`src/rtl/sequenciador_palavras_pkg.sv`:
```
// Shared types for the word sequencer:
// note/type codes, FSM states, buffer entry.
package sequenciador_palavras_pkg;

  typedef enum logic [2:0] {
    NOTA_X   = 3'd0,
    NOTA_DO  = 3'd1,
    NOTA_RE  = 3'd2,
    NOTA_MI  = 3'd3,
    NOTA_FA  = 3'd4,
    NOTA_SOL = 3'd5,
    NOTA_LA  = 3'd6,
    NOTA_SI  = 3'd7
  } nota_t;

  typedef enum logic [1:0] {
    TIPO_NULO = 2'b00,
    TIPO_ADJ  = 2'b01,
    TIPO_COMP = 2'b10,
    TIPO_ADV  = 2'b11
  } tipo_t;

  typedef enum logic [2:0] {
    OCIOSO    = 3'd0,
    CAPTURA   = 3'd1,
    ENVIA     = 3'd2,
    TERMINA   = 3'd3,
    ESPERA    = 3'd4,
    LIMPA     = 3'd5,
    RESULTADO = 3'd6
  } estado_t;

  typedef struct packed {
    logic       tom;
    logic [2:0] nota;
  } nota_buf_t;

  function automatic nota_buf_t empacota(
    input logic       tom,
    input logic [2:0] nota
  );
    nota_buf_t e;
    e.tom  = tom;
    e.nota = nota;
    return e;
  endfunction

endpackage

```
`src/rtl/sequenciador_palavras_if.sv`:
```
// Requester, classifier and result bundle
// of the word sequencer.
interface sequenciador_palavras_if;

  logic       req_a;
  logic       req_b;
  logic [2:0] nota_a;
  logic [2:0] nota_b;
  logic       tom_a;
  logic       tom_b;
  logic       ultima_a;
  logic       ultima_b;
  logic       ack_a;
  logic       ack_b;
  logic       cls_reset;
  logic       cls_ok;
  logic [2:0] cls_nota;
  logic       cls_tom;
  logic       cls_fim;
  logic [1:0] cls_tipo;
  logic       res_valido;
  logic [1:0] res_tipo;
  logic       res_dono;
  logic       res_erro;
  logic       ocupado;

  modport slave (
    input  req_a, req_b, nota_a, nota_b,
    input  tom_a, tom_b, ultima_a, ultima_b,
    input  cls_fim, cls_tipo,
    output ack_a, ack_b,
    output cls_reset, cls_ok, cls_nota, cls_tom,
    output res_valido, res_tipo, res_dono,
    output res_erro, ocupado
  );

  modport master (
    output req_a, req_b, nota_a, nota_b,
    output tom_a, tom_b, ultima_a, ultima_b,
    output cls_fim, cls_tipo,
    input  ack_a, ack_b,
    input  cls_reset, cls_ok, cls_nota, cls_tom,
    input  res_valido, res_tipo, res_dono,
    input  res_erro, ocupado
  );

endinterface

```
`src/rtl/sequenciador_palavras_arbitro.sv`:
```
// Two-requester round-robin arbiter; the
// grant is latched while load_i is high.
module arbitro_rr2 (
  input  logic clk,
  input  logic reset,
  input  logic req_a_i,
  input  logic req_b_i,
  input  logic ptr_i,
  input  logic load_i,
  output logic dono_o
);

  logic dono_q;
  logic dono_d;

  // Pick the sole requester, or the pointer on a tie
  always_comb begin
    dono_d = dono_q;
    if (load_i) begin
      unique case ({req_a_i, req_b_i})
        2'b11:   dono_d = ptr_i;
        2'b10:   dono_d = 1'b0;
        2'b01:   dono_d = 1'b1;
        default: dono_d = dono_q;
      endcase
    end
  end

  // Grant register
  always_ff @(posedge clk or posedge reset) begin
    if (reset) dono_q <= 1'b0;
    else       dono_q <= dono_d;
  end

  assign dono_o = dono_q;

endmodule

```
`src/rtl/sequenciador_palavras.sv`:
```
// Shares one note classifier between two
// requesters, one buffered word at a time.
module sequenciador_palavras
  import sequenciador_palavras_pkg::*;
#(
  parameter int MAX_NOTAS = 4,
  parameter int TIMEOUT   = 15
) (
  input logic                    clk,
  input logic                    reset,
  sequenciador_palavras_if.slave bus
);

  localparam int AW =
    (MAX_NOTAS > 1) ? $clog2(MAX_NOTAS) : 1;
  localparam int CW = $clog2(MAX_NOTAS + 1);
  localparam int WW = $clog2(TIMEOUT + 1);

  estado_t        est_q, est_d;
  logic [CW-1:0]  cnt_q, cnt_d;
  logic [AW-1:0]  idx_q, idx_d;
  logic [WW-1:0]  wait_q, wait_d;
  logic           fecha_q, fecha_d;
  logic           rr_q, rr_d;
  tipo_t          tipo_q, tipo_d;
  logic           erro_q, erro_d;
  logic           grava;
  nota_buf_t      mem_q [MAX_NOTAS];

  logic           ack_a_q, ack_a_d;
  logic           ack_b_q, ack_b_d;
  logic           cls_reset_q, cls_reset_d;
  logic           cls_ok_q, cls_ok_d;
  logic [2:0]     cls_nota_q, cls_nota_d;
  logic           cls_tom_q, cls_tom_d;
  logic           res_valido_q, res_valido_d;
  logic [1:0]     res_tipo_q, res_tipo_d;
  logic           res_dono_q, res_dono_d;
  logic           res_erro_q, res_erro_d;
  logic           ocupado_q, ocupado_d;

  logic           dono;
  logic           req_sel;
  logic           ack_sel;
  logic           ult_sel;
  logic           tom_sel;
  logic [2:0]     nota_sel;
  nota_buf_t      saida;

  arbitro_rr2 u_arb (
    .clk     (clk),
    .reset   (reset),
    .req_a_i (bus.req_a),
    .req_b_i (bus.req_b),
    .ptr_i   (rr_q),
    .load_i  (est_q == OCIOSO),
    .dono_o  (dono)
  );

  assign req_sel  = dono ? bus.req_b    : bus.req_a;
  assign ack_sel  = dono ? ack_b_q      : ack_a_q;
  assign ult_sel  = dono ? bus.ultima_b : bus.ultima_a;
  assign tom_sel  = dono ? bus.tom_b    : bus.tom_a;
  assign nota_sel = dono ? bus.nota_b   : bus.nota_a;
  assign saida    = mem_q[idx_q];

  // Next state, counters and word capture
  always_comb begin
    est_d   = est_q;
    cnt_d   = cnt_q;
    idx_d   = idx_q;
    wait_d  = wait_q;
    fecha_d = fecha_q;
    rr_d    = rr_q;
    tipo_d  = tipo_q;
    erro_d  = erro_q;
    grava   = 1'b0;
    ack_a_d = 1'b0;
    ack_b_d = 1'b0;
    unique case (est_q)
      OCIOSO: begin
        cnt_d   = '0;
        fecha_d = 1'b0;
        if (bus.req_a || bus.req_b)
          est_d = CAPTURA;
      end
      CAPTURA: begin
        if (fecha_q) begin
          est_d = ENVIA;
          idx_d = '0;
        end else if (req_sel && !ack_sel) begin
          grava   = 1'b1;
          cnt_d   = cnt_q + CW'(1);
          ack_a_d = !dono;
          ack_b_d = dono;
          if (ult_sel ||
              cnt_q == CW'(MAX_NOTAS - 1))
            fecha_d = 1'b1;
        end
      end
      ENVIA: begin
        idx_d = idx_q + AW'(1);
        if (CW'(idx_q) == cnt_q - CW'(1))
          est_d = TERMINA;
      end
      TERMINA: begin
        wait_d = '0;
        est_d  = ESPERA;
      end
      ESPERA: begin
        if (bus.cls_fim) begin
          tipo_d = tipo_t'(bus.cls_tipo);
          erro_d = 1'b0;
          est_d  = LIMPA;
        end else if (wait_q == WW'(TIMEOUT - 1)) begin
          tipo_d = TIPO_NULO;
          erro_d = 1'b1;
          est_d  = LIMPA;
        end else begin
          wait_d = wait_q + WW'(1);
        end
      end
      LIMPA: est_d = RESULTADO;
      RESULTADO: begin
        rr_d    = !dono;
        cnt_d   = '0;
        fecha_d = 1'b0;
        est_d   = OCIOSO;
      end
      default: est_d = OCIOSO;
    endcase
  end

  // Registered outputs follow the current state
  always_comb begin
    cls_reset_d  = (est_q == LIMPA);
    cls_ok_d     = (est_q == ENVIA) ||
                   (est_q == TERMINA);
    cls_nota_d   = NOTA_X;
    cls_tom_d    = 1'b0;
    res_valido_d = (est_q == RESULTADO);
    res_tipo_d   = res_tipo_q;
    res_dono_d   = res_dono_q;
    res_erro_d   = res_erro_q;
    ocupado_d    = (est_q != OCIOSO);
    if (est_q == ENVIA) begin
      cls_nota_d = saida.nota;
      cls_tom_d  = saida.tom;
    end
    if (est_q == RESULTADO) begin
      res_tipo_d = tipo_q;
      res_dono_d = dono;
      res_erro_d = erro_q;
    end
  end

  // State, counters and output registers
  always_ff @(posedge clk or posedge reset) begin
    if (reset) begin
      est_q        <= OCIOSO;
      cnt_q        <= '0;
      idx_q        <= '0;
      wait_q       <= '0;
      fecha_q      <= 1'b0;
      rr_q         <= 1'b0;
      tipo_q       <= TIPO_NULO;
      erro_q       <= 1'b0;
      ack_a_q      <= 1'b0;
      ack_b_q      <= 1'b0;
      cls_reset_q  <= 1'b1;
      cls_ok_q     <= 1'b0;
      cls_nota_q   <= '0;
      cls_tom_q    <= 1'b0;
      res_valido_q <= 1'b0;
      res_tipo_q   <= '0;
      res_dono_q   <= 1'b0;
      res_erro_q   <= 1'b0;
      ocupado_q    <= 1'b0;
    end else begin
      est_q        <= est_d;
      cnt_q        <= cnt_d;
      idx_q        <= idx_d;
      wait_q       <= wait_d;
      fecha_q      <= fecha_d;
      rr_q         <= rr_d;
      tipo_q       <= tipo_d;
      erro_q       <= erro_d;
      ack_a_q      <= ack_a_d;
      ack_b_q      <= ack_b_d;
      cls_reset_q  <= cls_reset_d;
      cls_ok_q     <= cls_ok_d;
      cls_nota_q   <= cls_nota_d;
      cls_tom_q    <= cls_tom_d;
      res_valido_q <= res_valido_d;
      res_tipo_q   <= res_tipo_d;
      res_dono_q   <= res_dono_d;
      res_erro_q   <= res_erro_d;
      ocupado_q    <= ocupado_d;
    end
  end

  // Word buffer, written only on acceptance
  always_ff @(posedge clk) begin
    if (grava)
      mem_q[cnt_q[AW-1:0]] <=
        empacota(tom_sel, nota_sel);
  end

  assign bus.ack_a      = ack_a_q;
  assign bus.ack_b      = ack_b_q;
  assign bus.cls_reset  = cls_reset_q;
  assign bus.cls_ok     = cls_ok_q;
  assign bus.cls_nota   = cls_nota_q;
  assign bus.cls_tom    = cls_tom_q;
  assign bus.res_valido = res_valido_q;
  assign bus.res_tipo   = res_tipo_q;
  assign bus.res_dono   = res_dono_q;
  assign bus.res_erro   = res_erro_q;
  assign bus.ocupado    = ocupado_q;

endmodule

```
`src/flat_wrapper.sv`:
```
// flat-port wrapper written by rule: the top's interface ports become plain ports
module sequenciador_palavras_flat import sequenciador_palavras_pkg::*;
#(
  parameter int MAX_NOTAS = 4,
  parameter int TIMEOUT   = 15
)
  (clk, reset, bus_req_a, bus_req_b, bus_nota_a, bus_nota_b, bus_tom_a, bus_tom_b, bus_ultima_a, bus_ultima_b, bus_cls_fim, bus_cls_tipo, bus_ack_a, bus_ack_b, bus_cls_reset, bus_cls_ok, bus_cls_nota, bus_cls_tom, bus_res_valido, bus_res_tipo, bus_res_dono, bus_res_erro, bus_ocupado);
  sequenciador_palavras_if bus_i ();
  input logic clk;
  input logic reset;
  input wire logic [$bits(bus_i.req_a)-1:0] bus_req_a;
  input wire logic [$bits(bus_i.req_b)-1:0] bus_req_b;
  input wire logic [$bits(bus_i.nota_a)-1:0] bus_nota_a;
  input wire logic [$bits(bus_i.nota_b)-1:0] bus_nota_b;
  input wire logic [$bits(bus_i.tom_a)-1:0] bus_tom_a;
  input wire logic [$bits(bus_i.tom_b)-1:0] bus_tom_b;
  input wire logic [$bits(bus_i.ultima_a)-1:0] bus_ultima_a;
  input wire logic [$bits(bus_i.ultima_b)-1:0] bus_ultima_b;
  input wire logic [$bits(bus_i.cls_fim)-1:0] bus_cls_fim;
  input wire logic [$bits(bus_i.cls_tipo)-1:0] bus_cls_tipo;
  output wire logic [$bits(bus_i.ack_a)-1:0] bus_ack_a;
  output wire logic [$bits(bus_i.ack_b)-1:0] bus_ack_b;
  output wire logic [$bits(bus_i.cls_reset)-1:0] bus_cls_reset;
  output wire logic [$bits(bus_i.cls_ok)-1:0] bus_cls_ok;
  output wire logic [$bits(bus_i.cls_nota)-1:0] bus_cls_nota;
  output wire logic [$bits(bus_i.cls_tom)-1:0] bus_cls_tom;
  output wire logic [$bits(bus_i.res_valido)-1:0] bus_res_valido;
  output wire logic [$bits(bus_i.res_tipo)-1:0] bus_res_tipo;
  output wire logic [$bits(bus_i.res_dono)-1:0] bus_res_dono;
  output wire logic [$bits(bus_i.res_erro)-1:0] bus_res_erro;
  output wire logic [$bits(bus_i.ocupado)-1:0] bus_ocupado;
  assign bus_i.req_a = bus_req_a;
  assign bus_i.req_b = bus_req_b;
  assign bus_i.nota_a = bus_nota_a;
  assign bus_i.nota_b = bus_nota_b;
  assign bus_i.tom_a = bus_tom_a;
  assign bus_i.tom_b = bus_tom_b;
  assign bus_i.ultima_a = bus_ultima_a;
  assign bus_i.ultima_b = bus_ultima_b;
  assign bus_i.cls_fim = bus_cls_fim;
  assign bus_i.cls_tipo = bus_cls_tipo;
  assign bus_ack_a = bus_i.ack_a;
  assign bus_ack_b = bus_i.ack_b;
  assign bus_cls_reset = bus_i.cls_reset;
  assign bus_cls_ok = bus_i.cls_ok;
  assign bus_cls_nota = bus_i.cls_nota;
  assign bus_cls_tom = bus_i.cls_tom;
  assign bus_res_valido = bus_i.res_valido;
  assign bus_res_tipo = bus_i.res_tipo;
  assign bus_res_dono = bus_i.res_dono;
  assign bus_res_erro = bus_i.res_erro;
  assign bus_ocupado = bus_i.ocupado;
  sequenciador_palavras #(.MAX_NOTAS(MAX_NOTAS), .TIMEOUT(TIMEOUT)) u_core (.clk(clk), .reset(reset), .bus(bus_i));
endmodule
```
`config.mk`:
```
export PLATFORM = sky130hd
export DESIGN_NAME = sequenciador_palavras_flat
export DESIGN_NICKNAME = d
export VERILOG_FILES = /design/src/rtl/sequenciador_palavras_pkg.sv /design/src/rtl/sequenciador_palavras_if.sv /design/src/rtl/sequenciador_palavras_arbitro.sv /design/src/rtl/sequenciador_palavras.sv /design/src/flat_wrapper.sv
export SDC_FILE = /design/constraint.sdc
export NUM_CORES = 1
export LEC_CHECK = 0
export BUFFER_PORTS_ARGS = -buffer_cell sky130_fd_sc_hd__buf_2
export CAP_MARGIN = 10
export CORE_MARGIN = 1
export CORE_UTILIZATION = 35
export DETAILED_ROUTE_END_ITERATION = 8
export PLACE_DENSITY = 0.64
export SLEW_MARGIN = 25
export SYNTH_ARGS = -nofsm -noshare
export SYNTH_HDL_FRONTEND = slang
export SYNTH_HIERARCHICAL = 1
export SYNTH_SLANG_ARGS = --single-unit
export TNS_END_PERCENT = 10
```
`constraint.sdc`:
```
create_clock -name clk -period 2.2 [get_ports clk]
set_input_delay 0.33 -clock clk [delete_from_list [all_inputs] [get_ports clk]]
set_output_delay 0.33 -clock clk [all_outputs]
set_load 0.005 [all_outputs]
```
==> results of run 1 <==
-- where the power goes --
part | internal [mW] | leakage (nW) | switching, mW | total (mW)
Combinational | 0.0240 | 0.585 | 0.0306 | 0.0546
Sequential | 0.924 | 0.527 | 0.00251 | 0.927
Clock | 0.224 | 0.0422 | 0.284 | 0.507
-- critical path: stages (launching register included) --
cell and delay [ns]:
dfrtp_1 0.53, nor3b_1 0.31, o211a_1 0.36, and2_1 0.28
-- metal layers --
| metal | global-route usage [%] | vias up | wire (um) | share of wire [%] |
|---|---|---|---|---|
| li1 | - | 695 | - | - |
| met1 | 18.54 | 652 | 1959 | 48 |
| met2 | 19.67 | 32 | 1809 | 45 |
| met3 | 4.222 | 6 | 191 | 4.7 |
| met4 | 6.842 | 0 | 80 | 2.0 |
| met5 | 0 | - | 0 | 0 |
-- sequential cells by signal, indices dropped and copies added (netlist names), 2 cells and up --
register	count
u_core/tipo_q	2
u_core/wait_q	4
u_core/est_q	3
u_core/bus.cls_nota	3
u_core/bus.res_tipo	2
u_core/idx_q	2
u_core/cnt_q	3
u_core/mem_q	16
-- repair_timing --
item                      CTS  global route
hold buffers                1             0
gates resized for setup     0             0
hold endpoints to repair    1             0
-- per-stage QoR --
step | hold WS (ns) | worst slack (ns) | std cells | utilization (%)
after detailed placement | 0.1788 | 0.4160 | 277 | 40.93
after global placement | 0.1805 | 0.4813 | 277 | 40.93
final | 0.2776 | 0.4300 | 286 | 42.44
after CTS | 0.2688 | 0.4066 | 286 | 42.44
after global routing | 0.2732 | 0.2683 | 286 | 42.44
after floorplan | 0.05871 | 0.5516 | 174 | -
-- cells in the mapped netlist (2+ instances only) --
library cell,n,area (sq um)
nand3_1,2,10.01
mux4_2,4,90.09
mux2i_1,4,40.04
a32o_1,2,20.02
a211oi_1,2,15.01
nand3b_1,2,15.01
and3_1,2,12.51
o21ai_0,10,50.05
buf_2,4,20.02
xor2_1,3,26.28
ha_1,10,125.1
dfrtp_1,31,775.7
mux2_4,2,30.03
edfxtp_1,16,480.5
nand2_1,15,56.30
o21a_1,2,15.01
and2_1,9,56.30
inv_1,14,52.55
nor2b_1,3,18.77
nor3b_1,4,30.03
nor3_1,2,10.01
mux2_2,5,56.30
a21oi_1,4,20.02
-- final timing paths --
kind                                        start                     end  slack [ns]
max                           u_core/u_arb/dono_o      u_core/mem_q[0][0]        0.43
min                               bus_cls_tipo[1]        u_core/tipo_q[1]        0.28
max reg2reg                   u_core/u_arb/dono_o      u_core/mem_q[0][0]        0.43
min reg2reg                u_core/bus.res_tipo[1]  u_core/bus.res_tipo[1]        0.48
max in group asynchronous                   reset    u_core/bus.cls_reset        1.23
min in group asynchronous                   reset     u_core/u_arb/dono_o        0.41
-- kinds of logic after synthesis --
logic type	count (synthesis)
AOI/OAI and AO/OA	29
xor gates and xnor gates	4
adders and majority gates	10
buffers and inverters	21
DFF	48
muxes	15
and+or+nand+nor	47
-- cell type report --
| class | instances | area [sq um] |
|---|---|---|
| Clock buffer | 7 | 76.32 |
| Clock inverter | 1 | 5.005 |
| Timing Repair Buffer | 36 | 197.7 |
| Sequential cell | 48 | 1282 |
| Inverter | 14 | 52.55 |
| Tap cell | 75 | 93.84 |
| Fill cell | 580 | 3468 |
| Multi-Input combinational cell | 105 | 849.6 |
==> run metrics, run 1 <==
status completed; vias in the first global route 1356; CTS max path bufs 2; Top FF cell, synth dfrtp_1; Synth cell types between 40 and 50; setup_tns 0 ns; Fin. Hold Viols 0; Post-synth ARST share around two thirds; DRC 0; R2R depth 3; global-route wire length before repair roughly 6600 um; Die Height about 82 um; number of diodes 0; commonest non-fill, non-tap cells in the layout dfrtp_1 (31), buf_2 (30), edfxtp_1 (16), nand2_1 (15), inv_1 (14); CP max FO 12; Die Width just over 80 um; Seq/Total Area, Yosys between 50 and 60%; Crit path required time roughly 2.2 ns; IO Port Bufs 30; Final GP Congestion between 0.7 and 0.8; CORE AREA between 6000 and 7000 sq um; initial antenna violation count 0; Root Driver clkbuf_8; kind of critical path flip-flop to flip-flop; Max H-tree Level 2; hold crit path type input port to flip-flop; largest net degree at the start of global routing 32; TritonCTS buffer count 5; Clock Sinks 48; fmax around 0.56 GHz; global route total overflow 0; Mapped Nets between 200 and 250; Ports 31; cells after synthesis about 170; WHS Path Cells 2; simple-gate share of the synthesized area between 10% and 20%; commonest non-fill, non-tap cell in the layout dfrtp_1; RSZ-0062 raised after global routing false; syn avg cell area about 13 sq um; layout cells sized above 1 between 20% and 30%; worst rel slew slack between 60 and 70%; critical path endpoint category flip-flop; CTS tree yes; Setup-failing EPs final 0; Clock Skews 0.01063 ns; post-synthesis mux area share 9.746%; final worst path period share between 80% and 90%; FP Rows 28; WL/cell 14.13 um; xor and xnor area share after synthesis 1.577%; Initial Utilization a little under two fifths; Yosys reg bits 48; Pleak roughly 1.2 nW; 1st-iter DRT viols 91; EDFF count, synth 16; post-synthesis instance area 2221 sq um; full die area around 6700 sq um; measured slew at the worst slew-check pin 0.4726 ns; largest family of logic cells by synthesized area simple AND/OR/NAND/NOR gates; post-CTS setup buffer count 0; worst-skew pair later-pin latency around 0.30 ns; startpoint types flip-flop; Design Power 1.488 mW; max_cap viols 0; Via density 4.843; area post-placement 2466 sq um; Synth Area in Adders approximately 5.6%; iteration count of the initial detailed-routing pass 4; fin crit period approximately 1.8 ns; Nets 237; Ys Warns 6; final slew viol count 0; Peak supply drop roughly 0.00031 V; crit path DAT 1.76 ns; Routed WL a little over 4000 um; Total GRT Usage between 10 and 15%; Pwr Density roughly 580 nW/um^2; DP HPWL 2879 um; compound-cell area share of the yosys netlist 9.014%; vias post-DR between 1000 and 1500; Clk pin slew, worst setup/hold paths approximately 0.080 ns; Finished Cell Area 2557 sq um; Antenna Nets Post-Route 0; area delta synth->final 15.15%
(Power assumes the default switching activity.)
==> inputs of run 2 (changes only) <==
Settings changed: PLACE_DENSITY 0.64 to 0.66.
Clock period 2.2 ns to 1.6 ns, I/O delays scaled along.
==> run 2 against run 1 <==
Compared with the run above:
- maximum frequency rose by 14%
- first-iteration DRC count fell by 51%
- highest routed layer unchanged
- combinational power rose by 36%
- final cell count rose by 2.1%
- die area did not move
- largest power group unchanged
- final area rose by 2.3%
- worst hold slack got worse by 0.092 ns
- worst setup slack got worse by 0.39 ns
- via count rose by 2.7%
- clock skew fell by 0.0032 ns
==> run metrics, run 2 (synthesis gave the netlist of run 1 again) <==
status completed; Via density just under 5; largest net degree at the start of global routing 32; WL/cell roughly 14 um; # fillers between 500 and 600; setup_tns 0 ns; vias post-DR 1422; worst hold start bus_cls_tipo[0]; Clk pin slew, worst setup/hold paths approximately 0.080 ns; Fin. Hold Viols 0; number of diodes 0; fin crit period 1.556 ns; startpoint types flip-flop; final worst path period share between 90% and 100%; Nets between 200 and 250; Max H-tree Level 2; global-route wire length before repair 6755 um; FF-to-FF Start u_core/est_q[2]; post-CTS setup buffer count 0; Worst R2R End u_core/u_arb/dono_o; fmax ~0.64 GHz; worst-skew pair later-pin latency about 0.3 ns; RSZ-0062 raised after global routing false; Pwr Density between 700 and 800 nW/um^2; IO Port Bufs 30; DP HPWL between 3000 and 4000 um; Ports 31; Routed WL between 4000 and 5000 um; hold crit path type input port to flip-flop; area post-placement 2516 sq um; full die area between 6000 and 7000 sq um; Total GRT Usage between 10% and 20%; Min-Delay Endpoint u_core/tipo_q[0]; CTS max path bufs 2; Clock Sinks 48; worst rel slew slack ~74%; Finished Cell Area roughly 2600 sq um; Setup-failing EPs final 0; iteration count of the initial detailed-routing pass 4; critical path endpoint category flip-flop; Die Height roughly 82 um; area delta synth->final 17.86%; Clock Skews 0.007437 ns; Initial Utilization a little under two fifths; vias in the first global route about 1400; DRC 0; FP Rows 28; CORE AREA between 6000 and 7000 sq um; crit path DAT approximately 1.7 ns; 1st-iter DRT viols 45; Die Width about 80 um; Pleak around 1.2 nW; r2r setup slk 0.04 ns; kind of critical path flip-flop to flip-flop; Final GP Congestion 0.7228; final slew viol count 0; Crit path required time between 1.5 and 2 ns; Peak supply drop ~0.00033 V; WHS Path Cells 2; Antenna Nets Post-Route 0; max_cap viols 0; Root Driver clkbuf_8; layout cells sized above 1 ~30%; CTS tree yes; global route total overflow 0; measured slew at the worst slew-check pin roughly 0.4 ns; max FFs per register 16; TritonCTS buffer count 5; commonest non-fill, non-tap cells in the layout buf_2 (30), dfrtp_1 (30), edfxtp_1 (16), nand2_1 (15), inv_1 (14); initial antenna violation count 0; CP max FO 9; R2R depth 4
## run 2: cell types whose count changed in the layout (fill, tap and decap cells not counted)
| cell | before | now |
|---|---|---|
| buf_4 | 5 | 11 |
| clkbuf_8 | 5 | 6 |
| clkinv_2 | 1 | 0 |
| dfrtp_1 | 31 | 30 |
| dfrtp_2 | 0 | 1 |
| nor3b_1 | 4 | 3 |
| nor3b_2 | 1 | 2 |
## run 2: metrics by stage
stage	power (mW)	util (%)	hold WS [ns]	instances	setup WS, ns
detailed placement	1.375	41.76	0.08731	283	0.04935
finish	2.073	43.44	0.1860	292	0.04371
global placement	1.373	41.76	0.09084	283	0.09267
floorplan	1.336	-	-0.03129	174	0.03020
global route	2.156	43.44	0.1835	292	0.005703
CTS	2.114	43.42	0.1763	292	0.02014
## run 2: worst max path at each step
stage | to | startpoint | slack, ns | depth (start not counted)
2_1_floorplan | u_core/mem_q[3][0] | u_core/u_arb/dono_o | 0.03 | 5
3_3_place_gp | u_core/u_arb/dono_o | u_core/est_q[2] | 0.09 | 4
3_5_place_dp | u_core/u_arb/dono_o | u_core/est_q[2] | 0.05 | 4
4_1_cts | u_core/u_arb/dono_o | u_core/est_q[2] | 0.02 | 4
5_1_grt | u_core/wait_q[2] | u_core/est_q[1] | 0.006 | 3
6_report | u_core/u_arb/dono_o | u_core/est_q[2] | 0.04 | 4
## run 2: repair_timing
action	CTS	global route
hold buffers	1	0
endpoints found under the hold margin	1	0
resized for setup	0	1
setup endpoints to repair	0	11
## run 2: layout make-up
type	instances	area, sq um	area share (%)
Inverter	14	52.55	2.008
Sequential cell	48	1284	49.04
Timing Repair Buffer	42	242.7	9.273
Multi-Input combinational cell	105	854.6	32.65
Clock buffer	8	90.09	3.442
Tap cell	75	93.84	3.585
## run 2: report_power, final
| part | switching, mW | internal [mW] | total [mW] | leakage (nW) |
|---|---|---|---|---|
| registers | 0.00320 | 1.27 | 1.27 | 0.525 |
| clock network | 0.373 | 0.353 | 0.725 | 0.0455 |
| logic | 0.0415 | 0.0330 | 0.0745 | 0.617 |
## run 2: metal layers
layer | global-route usage [%] | share of wire [%] | vias to the layer above | routed length (um)
met5 | 0 | 0 | - | 0
met4 | 6.316 | 2.1 | 0 | 83
met3 | 3.556 | 3.6 | 8 | 144
met2 | 21.08 | 47 | 20 | 1888
met1 | 18.58 | 47 | 693 | 1900
li1 | - | - | 701 | -
## run 2: worst max-delay path, stage by stage (launching register included)
cell and delay, ns:
dfrtp_2 0.47, or3_1 0.41, inv_1 0.07, nor2b_1 0.18, mux2_4 0.32
==> inputs of run 3 (changes only) <==
==> constraint.sdc (replaced) <==
create_clock -name clk -period 1.3 [get_ports clk]
set_input_delay 0.195 -clock clk [delete_from_list [all_inputs] [get_ports clk]]
set_output_delay 0.195 -clock clk [all_outputs]
set_load 0.05 [all_outputs]
==> run 3 against run 2 <==
Compared with the run above:
- the flow now finishes with violations (negative setup slack)
- final cell count grew 7.9%
- critical path type unchanged
- sequential cell count unchanged
- maximum frequency grew 6.4%
- power increased by 24%
- combinational power is 56% higher
- highest routed layer unchanged
- die area stayed put
- count of clock-buffer cells in the layout decreased by 2
- clock power is 24% higher
==> run metrics, run 3 (synthesis gave the netlist of run 1 again) <==
status finished, violations left; failing checks negative setup slack; Die Height roughly 82 um; Fin. Hold Viols 0; global route total overflow 0; Antenna Nets Post-Route 0; startpoint types flip-flop; area delta synth->final 30.93%; vias post-DR around 1500; Internal Power between 2 and 2.5 mW; Design Power around 2.6 mW; initial antenna violation count 0; Nets 266; final worst path period share 112.5%; total placed cells including tap cells 303; Die Width approximately 82 um; kind of critical path flip-flop to flip-flop; area of the multi-input gates just over 900 sq um; worst-skew pair later-pin latency around 0.30 ns; fmax 0.6836 GHz; 1st-iter DRT viols between 50 and 60; max_cap viols 0; Initial Utilization 36.86%; Pleak 1.324 nW; Seq pwr share just over 60%; CTS max path bufs 2; commonest non-fill, non-tap cell in the layout buf_2; WL/cell roughly 13 um; full die area approximately 6700 sq um; fin crit period roughly 1.5 ns; combinational share of power about 4.5%; switching share of power 21.49%; crit path DAT about 1.7 ns; critical path endpoint category flip-flop; Peak supply drop 0.0004994 V; Pwr Density about 890 nW/um^2; commonest non-fill, non-tap cells in the layout buf_2 (29), buf_4 (28), dfrtp_1 (25), edfxtp_1 (16), nand2_1 (15); sw power around 550 uW; layout cells sized above 1 45.42%; CTS tree yes; CP max FO 7; iteration count of the initial detailed-routing pass 4; measured slew at the worst slew-check pin 0.3199 ns; Max H-tree Level 2; Via density around 4.8; max FFs per register 16; worst setup margin -0.1627 ns; Clock Sinks 48; largest net degree at the start of global routing 32; Root Driver clkbuf_8; final slew viol count 0; Sequential Area 1290 sq um; Clk pin slew, worst setup/hold paths around 0.090 ns; DRC 0; hold crit path type input port to flip-flop; Total GRT Usage between 10% and 20%; final core occ 48.26%; # fillers around 550; Clock Skews approximately 0.011 ns; TritonCTS buffer count 5; Ports 31; Routed WL 4175 um; CORE AREA around 6000 sq um; non-filler instance count after layout around 320; Crit path required time about 1.5 ns; IO Port Bufs 30; vias in the first global route 1506; Clk pwr share between 30% and 40%; global-route wire length before repair 6996 um; number of diodes 0; FP Rows 28; worst rel slew slack 78.67%; setup_tns -2.854 ns; Final GP Congestion between 0.7 and 0.8; minimum hold slack about 0.15 ns; RSZ-0062 raised after global routing true; Setup-failing EPs final 31; DP HPWL slightly above 3000 um
==> run 3: path summary, 6_finish.rpt <==
| kind | end | slack, ns | depth (start not counted) | from |
|---|---|---|---|---|
| worst max-delay path | u_core/wait_q[1] | -0.16 | 3 | u_core/est_q[0] |
| max in group asynchronous | u_core/bus.cls_reset | 0.60 | 4 | reset |
| min in group asynchronous | u_core/u_arb/dono_o | 0.27 | 3 | reset |
| worst min register to register | u_core/bus.res_tipo[0] | 0.48 | 2 | u_core/bus.res_tipo[0] |
| worst max register to register | u_core/wait_q[1] | -0.16 | 3 | u_core/est_q[0] |
| worst min-delay path | u_core/tipo_q[1] | 0.15 | 2 | bus_cls_tipo[1] |
==> run 3: timing repair <==
item                       in CTS  in global routing
pin swaps                       9                  5
hold buffers                    1                  0
gates resized for setup         7                 17
buffers inserted                2                  2
setup endpoints to repair      32                 55
hold endpoints to repair       31                  0
==> run 3: worst max-delay path, cell delays in order, from the launching register on <==
cell,delay [ns]
dfrtp_2,0.46
or3b_4,0.44
o21a_1,0.20
a211o_1,0.26
==> run 3: layout make-up <==
type	instances	share of cell area, %
Inverter	14	1.807
Tap cell	75	3.227
Clock buffer	6	2.625
Timing Repair Buffer	65	15.45
Multi-Input combinational cell	105	31.97
Sequential cell	48	44.36
Clock inverter	2	0.5594
==> run 3: metal layers <==
layer | vias up | share of wire [%] | wire length, um | global-route usage [%]
met5 | - | 0 | 0 | 0
met4 | 0 | 1.9 | 80 | 5.789
met3 | 5 | 3.1 | 129 | 2.667
met2 | 27 | 48 | 1996 | 23.08
met1 | 731 | 47 | 1969 | 18.16
li1 | 740 | - | - | -
==> run 3: stage by stage <==
stage               worst slack [ns]  instance area, sq um
floorplan                    -0.1857                  2278
global placement             -0.1778                  2704
detailed placement           -0.2029                  2704
CTS                          -0.1436                  2838
global route                 -0.2044                  2908
finish                       -0.1627                  2908
==> run 3: power groups by stage <==
stage	Combinational (mW)	Clock [mW]	Sequential, mW
2_1_floorplan	0.0479	0	1.60
3_3_place_gp	0.111	0	1.60
3_5_place_dp	0.114	0	1.60
4_1_cts	0.117	0.932	1.57
5_1_grt	0.133	0.971	1.57
6_report	0.116	0.897	1.57
